**src/rtl/sdf_stage_ctrl.sv**
```systemverilog
// sdf_stage_ctrl: sequencer for one radix-2 single-path delay-feedback FFT stage
//
// Counts samples within each 2*HALF-sample frame. For every accepted sample it
// decodes the stage mode, the twiddle ROM address, the delay-line write enable
// and the output-valid strobe. At end of stream it drains the delay line.
//
// Ports
//   clk        clock
//   rst_n      async active-low reset
//   in_valid   upstream sample valid
//   in_last    with in_valid: last sample of the last frame
//   in_ready   stage accepts a sample this cycle
//   mode       0 FILL, 1 BFLY, 2 TWID for this cycle's sample
//   tw_addr    twiddle ROM address, 0 (W=1) unless mode is TWID
//   delay_we   delay line shifts this cycle
//   out_valid  stage output sample valid this cycle
//   out_last   last drained output sample
//   busy       sequencer not idle
//   frame_cnt  frames completed since stream start
//   done       one-cycle pulse the cycle after out_last
//   err        one-cycle pulse on a misplaced in_last
module sdf_stage_ctrl #(
  parameter int HALF    = 64,
  parameter int ROM_AW  = 6,
  parameter int TW_STEP = 1,
  parameter int FRAME_W = 16
) (
  input  logic               clk,
  input  logic               rst_n,
  input  logic               in_valid,
  input  logic               in_last,
  output logic               in_ready,
  output logic [1:0]         mode,
  output logic [ROM_AW-1:0]  tw_addr,
  output logic               delay_we,
  output logic               out_valid,
  output logic               out_last,
  output logic               busy,
  output logic [FRAME_W-1:0] frame_cnt,
  output logic               done,
  output logic               err
);
  localparam int AW = $clog2(HALF);
  localparam logic [AW:0] CNT_HM1 = (AW+1)'(HALF - 1);
  localparam logic [AW:0] CNT_FM1 = (AW+1)'(2 * HALF - 1);
  typedef enum logic [1:0] {IDLE, FILL, RUN, FLUSH} state_t;
  state_t state, state_nx;
  logic [AW:0] cnt, cnt_nx;
  logic [FRAME_W-1:0] frame_nx;
  logic acc, adv, frame_end, done_nx, err_nx;
  assign in_ready  = rst_n & (state != FLUSH);
  assign acc       = in_valid & in_ready;
  // the drain runs free: no upstream samples are needed to empty the delay line
  assign adv       = (state == FLUSH) | acc;
  assign frame_end = cnt == CNT_FM1;
  // in RUN the top count bit separates the second (butterfly) half of a frame
  assign mode      = state == RUN ? (cnt[AW] ? 2'd1 : 2'd2) : state == FLUSH ? 2'd2 : 2'd0;
  assign tw_addr   = mode == 2'd2 ? ROM_AW'(cnt[AW-1:0] * TW_STEP) : '0;
  assign delay_we  = adv;
  assign out_valid = (state == FLUSH) | ((state == RUN) & acc);
  assign out_last  = (state == FLUSH) & (cnt == CNT_HM1);
  assign busy      = state != IDLE;
  always_comb begin
    state_nx = state;
    cnt_nx   = cnt;
    frame_nx = frame_cnt;
    done_nx  = 1'b0;
    err_nx   = acc & in_last & ~((state == RUN) & frame_end);
    case (state)
      IDLE: if (acc) begin
        state_nx = FILL;
        cnt_nx   = (AW+1)'(1);
        frame_nx = '0;
      end
      FILL: if (acc) begin
        cnt_nx   = cnt + 1'b1;
        state_nx = cnt == CNT_HM1 ? RUN : FILL;
      end
      RUN: if (acc) begin
        // 2*HALF is a power of two, so the increment wraps at the frame end
        cnt_nx   = cnt + 1'b1;
        frame_nx = frame_end ? frame_cnt + 1'b1 : frame_cnt;
        state_nx = frame_end & in_last ? FLUSH : RUN;
      end
      FLUSH: begin
        cnt_nx   = out_last ? '0 : cnt + 1'b1;
        state_nx = out_last ? IDLE : FLUSH;
        done_nx  = out_last;
      end
      default: state_nx = IDLE;
    endcase
  end
  always_ff @(posedge clk or negedge rst_n) begin
    if (!rst_n) begin
      state     <= IDLE;
      cnt       <= '0;
      frame_cnt <= '0;
      done      <= 1'b0;
      err       <= 1'b0;
    end else begin
      state     <= state_nx;
      cnt       <= cnt_nx;
      frame_cnt <= frame_nx;
      done      <= done_nx;
      err       <= err_nx;
    end
  end
endmodule

```
**config.mk**
```make
export PLATFORM = sky130hd
export DESIGN_NAME = sdf_stage_ctrl
export DESIGN_NICKNAME = d
export VERILOG_FILES = /design/src/rtl/sdf_stage_ctrl.sv
export SDC_FILE = /design/constraint.sdc
export NUM_CORES = 1
export LEC_CHECK = 0
export ABC_AREA = 1
export CAP_MARGIN = 20
export CORE_AREA = 5 5 86 88
export DETAILED_ROUTE_END_ITERATION = 7
export DIE_AREA = 0 0 91 93
export PLACE_DENSITY = 0.58
export SLEW_MARGIN = 20
export SYNTH_ARGS = -nofsm -noshare
export SYNTH_HDL_FRONTEND = slang
export SYNTH_SLANG_ARGS = --single-unit
```
**constraint.sdc**
```tcl
create_clock -name clk -period 3.15 [get_ports clk]
set_input_delay 0.63 -clock clk [delete_from_list [all_inputs] [get_ports clk]]
set_output_delay 0.63 -clock clk [all_outputs]
set_load 0.05 [all_outputs]
```
==> results.md <==
* Port bufs at 34
* Asr flop ratio synth at 1.00
* Leakage at 1.20 nW
* Syn nets at 284
* Peak VDD IR at 0.309 mV
* Vias in the first global route at 1758
* DRT iter0 DRCs at 101
* Sink Count at 27
* Crit path launch: cnt[0]$_DFFE_PN0P_
* Layout area overhead at 28.5%
* First-pass GRT wire length at 8240 um
* Initial Utilization at 0.292
* Number of I/O pins at 35
* Synthesized area at 1920 um2
* Fmax at 349 MHz
* Worst hold path class: reg -> reg
* Register area share after synthesis at 0.353
* Fillers at 676
* Util after Layout at 0.375
* Status: completed
* Num rows at 30
* Synth cell types at 27
* Relative slew slack at 0.608
* Postcts setup bufs at 0
* Total gr overflow at 0
* Skew-Pair Late Insertion Delay at 0.28 ns
* Top FF cell, synth: dfrtp_1
* Crit path max fanout at 6
* CTS H-tree depth at 1
* Power Density at 529 nW/um2
* Final #Nets at 320
* Share of layout cells above drive strength 1 at 0.142
* Endpoints failing setup at 0
* Clock buffer depth at 2
* Post-CTS sizing at 0
* R2r worst-path depth at 8
* Initial antenna violation count at 0
* Worst setup path class: reg -> out
* Synth warn at 0
* Die Area at 8460 um2
* Reg2reg end: cnt[0]$_DFFE_PN0P_
* Drt first pass iters at 4
* Crit. End Element: output pin
* Routed Wire Length at 4760 um
* CP arrival at 2.24 ns
* Min Tclk post-route at 2.87 ns
* Critical path launch point type: flop
* Cells after Synth at 274
* Vias at 1812
* Final TNS setup at 0 ns
* Num CTS Buffers at 3
* Post-DRT Antenna Nets at 0
* Max_cap viols at 0
* GPL Wtd Cong at 0.820
* Required @ worst endpoint at 2.52 ns
* Final Hold Fails at 0
* Syn_area_per_cell at 6.99 um2
* Number of remaining DRC errors at 0
* R2R setup slack at 1.31 ns
* Final period util at 0.910
* RR Startpoint: state[0]$_DFFE_PN0P_
* Post-DP HPWL at 3630 um
* CTS root buf: clkbuf_8
* # hold bufs at CTS at 0
* Post-synth EDFFs at 0
* Antenna cells at 0
* Critical Path End: out_last
* Total track usage at 0.115
* Yosys reg bits at 27
* Via/cell ratio at 4.66
* Worst-margin pin slew at 0.588 ns
* Worst-path clk slew at 0.10 ns
* CTS tree: built
* Die height at 93 um
* Die width at 91 um
* Per-cell routed wire length at 12.2 um
* Core footprint at 6570 um2
* RSZ-0062 raised after global routing: no
* Clock Skew at 0.00570 ns
* Final max-slew violation count at 0
* Largest net degree at the start of global routing at 28
==> final cells by class <==
type / instances / area [um2] / area share
tap: 80 / 100 / 0.0407
inverter: 48 / 185 / 0.0752
sequential: 27 / 676 / 0.275
multi-input combinational: 194 / 1010 / 0.412
timing repair buffer: 36 / 440 / 0.179
clock inverter: 1 / 5.00 / 0.00203
clock buffer: 3 / 41.3 / 0.0168
==> where the power goes <==
group | switching [mW] | internal (mW)
clock | 0.117 | 0.0888
sequential | 0.0902 | 0.418
combinational | 0.394 | 0.193
==> through the flow <==
step | worst slack, ns | power (mW) | instances | area, um2 | hold slack, ns
2_1_floorplan | 0.00310 | 0.918 | 274 | 1920 | 0.334
3_3_place_gp | 0.618 | 1.10 | 385 | 2410 | 0.527
3_5_place_dp | 0.613 | 1.11 | 385 | 2410 | 0.535
4_1_cts | 0.288 | 1.32 | 389 | 2460 | 0.560
5_1_grt | 0.143 | 1.40 | 389 | 2460 | 0.606
6_report | 0.284 | 1.30 | 389 | 2460 | 0.557
==> layout by cell type, fill, tap and decap left out, drive strengths merged, types with 5 or more instances in the layout <==
cell / Yosys / final
nand4: 14 / 14
ha: 6 / 6
buf: 4 / 13
a21oi: 5 / 5
nand2: 83 / 83
o21ai: 20 / 20
nand3: 29 / 29
clkdlybuf4s50: 0 / 23
nor2: 29 / 29
inv: 48 / 48
dfrtp: 27 / 27
==> cell families after synthesis <==
| kind of cell | count (synthesis) | share of synthesized area |
|---|---|---|
| fa+ha+maj | 6 | 0.0392 |
| xor+xnor | 2 | 0.00915 |
| buf+inv | 53 | 0.120 |
| flops | 27 | 0.353 |
| simple gates | 158 | 0.387 |
| compound gates | 28 | 0.0914 |
==> worst min path at each step <==
stage,start,end,cells past startpoint
detailed placement,frame_cnt[15]$_DFFE_PN0P_,frame_cnt[15]$_DFFE_PN0P_,2
global route,frame_cnt[15]$_DFFE_PN0P_,frame_cnt[15]$_DFFE_PN0P_,2
global placement,frame_cnt[15]$_DFFE_PN0P_,frame_cnt[15]$_DFFE_PN0P_,2
finish,frame_cnt[15]$_DFFE_PN0P_,frame_cnt[15]$_DFFE_PN0P_,2
floorplan,rst_n,cnt[0]$_DFFE_PN0P_,0
CTS,frame_cnt[15]$_DFFE_PN0P_,frame_cnt[15]$_DFFE_PN0P_,2
==> layer usage <==
layer  wire (um)  GRT usage  vias to the layer above
li1            -          -                      941
met1        2270      0.150                      826
met2        2220      0.195                       43
met3         260     0.0306                        2
met4          14     0.0171                        0
met5           0          0                        -
==> cell usage after synthesis (2+ instances only) <==
library cell / instances / share of area
o21ai_2: 7 / 0.032
nand4_1: 14 / 0.046
nand2_2: 10 / 0.033
inv_1: 46 / 0.090
a21oi_1: 5 / 0.013
buf_2: 2 / 0.0052
xor2_1: 2 / 0.0091
nor2_1: 26 / 0.051
nor2_4: 3 / 0.018
nand3_1: 27 / 0.071
nor3_1: 2 / 0.0052
ha_1: 6 / 0.039
nand2_1: 72 / 0.14
dfrtp_1: 27 / 0.35
o21ai_0: 13 / 0.034
==> worst max-delay path, cell delays in order, from the launching register on <==
cell and delay (ns):
dfrtp_1 0.39, ha_1 0.21, nand3_2 0.12, nor2_4 0.16, nand2_1 0.10, nor2_1 0.15, clkdlybuf4s50_1 0.83
==> state kept, by name, summed over array words and instances, names as in the netlist <==
name	flops
cnt	7
done	1
err	1
frame_cnt	16
state	2
No activity file was read; power rests on OpenSTA's default activity.
